==> src/rtl/jp_pad_emu.sv <==
// rtl/jp_pad_emu.sv - two NES pads: per-switch sync + debounce feeding CD4021-style serial shift registers
// Optional turbo A/B oscillator is built only when JP_TURBO_EN is defined.
module jp_pad_emu #(
    parameter int DEBOUNCE_W  = 16,
    parameter int TURBO_DIV_W = 20
) (
    input  logic       clk,
    input  logic       rst,
    input  logic [7:0] btn1_n,
    input  logic [7:0] btn2_n,
    input  logic [1:0] turbo1_n,
    input  logic [1:0] turbo2_n,
    input  logic       jp_clk,
    input  logic       jp_latch,
    output logic       jp_data1,
    output logic       jp_data2,
    output logic [7:0] pad1_state,
    output logic [7:0] pad2_state
);

`ifdef JP_TURBO_EN
    localparam int NB = 20;
    logic [NB-1:0] raw_n;
    assign raw_n = {turbo2_n, turbo1_n, btn2_n, btn1_n};
`else
    localparam int NB = 16;
    logic [NB-1:0] raw_n;
    assign raw_n = {btn2_n, btn1_n};
    logic unused_turbo;
    assign unused_turbo = ^{turbo1_n, turbo2_n, TURBO_DIV_W[0]};
`endif

    logic [NB-1:0]         sync1_q;
    logic [NB-1:0]         sync2_q;
    logic [NB-1:0]         stable_q;
    logic [NB-1:0]         stable_d;
    logic [DEBOUNCE_W-1:0] cnt_q [NB];
    logic [DEBOUNCE_W-1:0] cnt_d [NB];

    // Counter runs only while the synced level disagrees with the accepted level.
    always_comb begin
        for (int i = 0; i < NB; i++) begin
            stable_d[i] = stable_q[i];
            cnt_d[i]    = '0;
            if (~sync2_q[i] != stable_q[i]) begin
                if (cnt_q[i] == '1) begin
                    stable_d[i] = ~sync2_q[i];
                end else begin
                    cnt_d[i] = cnt_q[i] + 1'b1;
                end
            end
        end
    end

    always_ff @(posedge clk) begin
        if (rst) begin
            sync1_q  <= '1;
            sync2_q  <= '1;
            stable_q <= '0;
            for (int i = 0; i < NB; i++) begin
                cnt_q[i] <= '0;
            end
        end else begin
            sync1_q  <= raw_n;
            sync2_q  <= sync1_q;
            stable_q <= stable_d;
            for (int i = 0; i < NB; i++) begin
                cnt_q[i] <= cnt_d[i];
            end
        end
    end

`ifdef JP_TURBO_EN
    logic [TURBO_DIV_W-1:0] div_q;
    logic                   turbo_phase;

    always_ff @(posedge clk) begin
        if (rst) begin
            div_q <= '0;
        end else begin
            div_q <= div_q + 1'b1;
        end
    end

    assign turbo_phase = div_q[TURBO_DIV_W-1];
    assign pad1_state  = {stable_q[7:2], stable_q[1:0] | (stable_q[17:16] & {2{turbo_phase}})};
    assign pad2_state  = {stable_q[15:10], stable_q[9:8] | (stable_q[19:18] & {2{turbo_phase}})};
`else
    assign pad1_state = stable_q[7:0];
    assign pad2_state = stable_q[15:8];
`endif

    logic [7:0] sr1_q;
    logic [7:0] sr1_d;
    logic [7:0] sr2_q;
    logic [7:0] sr2_d;
    logic       jp_clk_prev_q;

    // Latch is a transparent load and overrides a coincident shift edge.
    always_comb begin
        sr1_d = sr1_q;
        sr2_d = sr2_q;
        if (jp_latch) begin
            sr1_d = ~pad1_state;
            sr2_d = ~pad2_state;
        end else if (jp_clk && !jp_clk_prev_q) begin
            sr1_d = {1'b1, sr1_q[7:1]};
            sr2_d = {1'b1, sr2_q[7:1]};
        end
    end

    always_ff @(posedge clk) begin
        if (rst) begin
            sr1_q         <= 8'hFF;
            sr2_q         <= 8'hFF;
            jp_clk_prev_q <= 1'b0;
        end else begin
            sr1_q         <= sr1_d;
            sr2_q         <= sr2_d;
            jp_clk_prev_q <= jp_clk;
        end
    end

    assign jp_data1 = sr1_q[0];
    assign jp_data2 = sr2_q[0];

endmodule

==> config.mk <==
export PLATFORM = sky130hd
export DESIGN_NAME = jp_pad_emu
export DESIGN_NICKNAME = d
export VERILOG_FILES = /design/src/rtl/jp_pad_emu.sv
export SDC_FILE = /design/constraint.sdc
export NUM_CORES = 1
export LEC_CHECK = 0
export CAP_MARGIN = 5
export CORE_MARGIN = 1.5
export CORE_UTILIZATION = 35
export DETAILED_ROUTE_END_ITERATION = 7
export PLACE_DENSITY = 0.53
export SLEW_MARGIN = 0
export SYNTH_ARGS = -nofsm -noshare
export SYNTH_HDL_FRONTEND = slang
export SYNTH_SLANG_ARGS = --single-unit
==> constraint.sdc <==
create_clock -name clk -period 1.6 [get_ports clk]
set_input_delay 0.32 -clock clk [delete_from_list [all_inputs] [get_ports clk]]
set_output_delay 0.32 -clock clk [all_outputs]
set_load 0.02 [all_outputs]
==> results_dict.tcl <==
set metrics [dict create \
    grt_antenna_before_repair 0 \
    clkTransAtPathRegs_ns 0.06 \
    vias_per_inst 4.62 \
    worstPathCellList "nand2_1, or4_4, or3_4, a21oi_2" \
    drtAntennaViolNets 0 \
    totalWireLength_mm 25.6 \
    power.density_cell_area_nw_per_um2 1010 \
    cts.sink_count 321 \
    final_cell_area_um2 16900 \
    syn_area_per_cell_um2 9.00 \
    preCtsSetupSlack_ns -0.273 \
    yosys.area.top_type_share_pct 48.0 \
    drt_first_iter_violations 261 \
    hpwl_mm 17.7 \
    htree_levels 2 \
    ys_async_sr_fraction_pct 0 \
    critPathRequiredTime_ns 2.06 \
    drt_pre_antenna_iters 4 \
    timing.critical_path.to_type "register" \
    fmax_ghz 0.641 \
    netlist.top_cell.by_area "dfxtp_1" \
    cts_hold_buf 0 \
    final_cell_count_no_fill 2218 \
    synth_top_flop_cell "dfxtp_1" \
    total_gr_overflow 0 \
    run_status "completed" \
    critical_path_peak_fanout 5 \
    floorplan.rows 71 \
    count_leader_synth "dfxtp_1" \
    number_of_global_route_vias_before_repair 9803 \
    io_buffer_count 37 \
    die_x_um 199 \
    mappedNetlistNets 1528 \
    irDropWorstVdd_v 0.000617 \
    layout.core_utilization_pct 44.9 \
    max_slew_headroom_pct 74.4 \
    num_vias 10200 \
    chipHeight_um 199 \
    antenna_cells_inserted 0 \
    syn_to_final_growth_pct 26.3 \
    min-delay-path-class "primary input to register" \
    dpl-instance-area_um2 15500 \
    skew_ns 0.00675 \
    post_route_cells_drive_above_1_share_pct 19.7 \
    pin_count_of_the_biggest_net_entering_global_routing 31 \
    boundaryPins 42 \
    cts_max_path_buffers 3 \
    synth_top_cells_by_count "dfxtp_1, nor2_1, xnor2_1" \
    placed_cells 2143 \
    period_share_pct 97.5 \
    slew_violations 0 \
    synthesis.yosys.warnings 0 \
    wire_per_inst_um 11.5 \
    synthDistinctLibCells 49 \
    synth-seq-area-share_pct 48.0 \
    routabilityCongestion 0.748 \
    post-route-drc-count 0 \
    clockRootBuffer "clkbuf_16" \
    synthTopCellsByArea "dfxtp_1, xnor2_1, nor2_1, xor2_1, nand4_1" \
    initial_utilization_pct 35.5 \
    nNetsFinal 1720 \
    final_critical_path_setup_slack_ns 0.0404 \
    worst_path_largest_cell_delay_ns 0.56 \
    grt_setup_unrepaired "true" \
    synth-edff-count 0 \
    clk-insertion-delay-late_ns 0.52 \
    timing.final.crit_period_ns 1.56 \
    die_ar_um2 39400 \
    num-fill-cells 3661 \
    hold_viol 0 \
    groute.usage.overall_pct 13.4 \
    leakage_nw 5.79 \
    syn-instance-count 1488 \
    cp-start-kind "register" \
    setup_viol 0 \
    critical_path_slowest_stage_cell "or4_4" \
    crit_arrival_ns 2.02 \
    max_cap_viol_count 0 \
    grt_first_pass_wirelength_mm 44.7 \
    tritoncts "done" \
    count_of_state_elements_after_synthesis 321 \
    crit_family "simple AND/OR/NAND/NOR gates" \
    setup_tns_ns 0 \
    design.core.area_um2 37700 \
    worst-slew-pin-transition_ns 0.380 \
    cp_class "register to register" \
    cp.buffers_inverters 0 \
    synth_area_um2 13400 \
    cts-buffers-inserted 37 \
]
## flip-flops by register name, summed over array words and instances, names as in the netlist
name	cells
cnt_q	256
sync2_q	16
sr1_q	8
stable_q	16
sync1_q	16
sr2_q	8
jp_clk_prev_q	1
## stage by stage
| stage | hold WS, ns | power [mW] |
|---|---|---|
| 3_5_place_dp | 0.394 | 8.55 |
| 6_report | 0.103 | 17.0 |
| 5_1_grt | 0.117 | 17.7 |
| 3_3_place_gp | 0.392 | 8.55 |
| 4_1_cts | 0.0872 | 17.4 |
| 2_1_floorplan | 0.389 | 8.41 |
## cell type report
class | count | area, µm² | share of cell area (%)
Clock buffer | 51 | 1040 | 6.14
Clock inverter | 15 | 226 | 1.34
Inverter | 40 | 150 | 0.888
Multi-Input combinational cell | 1076 | 6720 | 39.7
Sequential cell | 321 | 6450 | 38.1
Tap cell | 511 | 639 | 3.78
Timing Repair Buffer | 204 | 1690 | 9.98
## layer usage
layer / global-route usage [%] / routed length, µm / up-vias
li1: - / - / 5443
met1: 17.3 / 12600 / 4669
met2: 22.4 / 11600 / 80
met3: 2.51 / 816 / 45
met4: 4.66 / 612 / 0
met5: 0 / 0 / -
## path summary, 6_finish.rpt
path / from / to / slack, ns / cells past startpoint
worst min-delay path: rst / stable_q[0]$_SDFFE_PP0P_ / 0.10 / 2
worst min register to register: sync1_q[10]$_SDFF_PP1_ / sync2_q[10]$_SDFF_PP1_ / 0.40 / 1
worst max register to register: cnt_q[1][51]$_SDFF_PP0_ / cnt_q[1][61]$_SDFF_PP0_ / 0.04 / 4
worst max-delay path: cnt_q[1][51]$_SDFF_PP0_ / cnt_q[1][61]$_SDFF_PP0_ / 0.04 / 4
## repair_timing
action | CTS | global route
setup buffers | 0 | 8
endpoints found under the hold margin | 0 | 0
resized for setup | 32 | 45
gates cloned | 0 | 1
pin swaps | 0 | 15
setup endpoints to repair | 20 | 181
## logic make-up after synthesis
group                      count (synthesis)  share of synthesized area [%]
AOI/OAI and AO/OA                         81                           3.81
xor gates and xnor gates                 226                           14.8
adders and majority gates                 16                           1.50
buffers and inverters                     92                           2.90
DFF                                      321                           48.0
muxes                                     15                           1.26
and+or+nand+nor                          737                           27.7
## placed cells by master (no fill, tap or decap), drive strengths merged, types with 40 or more instances in the layout
master,instances
buf,168
clkbuf,53
dfxtp,321
inv,41
nand2,72
nand3,77
nand4,82
nor2,276
nor3,40
or2,41
xnor2,121
xor2,105
## power by group
part | internal (mW) | total (mW) | leakage [nW] | switching, mW
sequential | 8.04 | 8.07 | 2.60 | 0.0253
combinational | 0.157 | 0.299 | 2.57 | 0.142
clock | 5.37 | 8.68 | 0.625 | 3.31
Power figures use the tool's default switching activity.
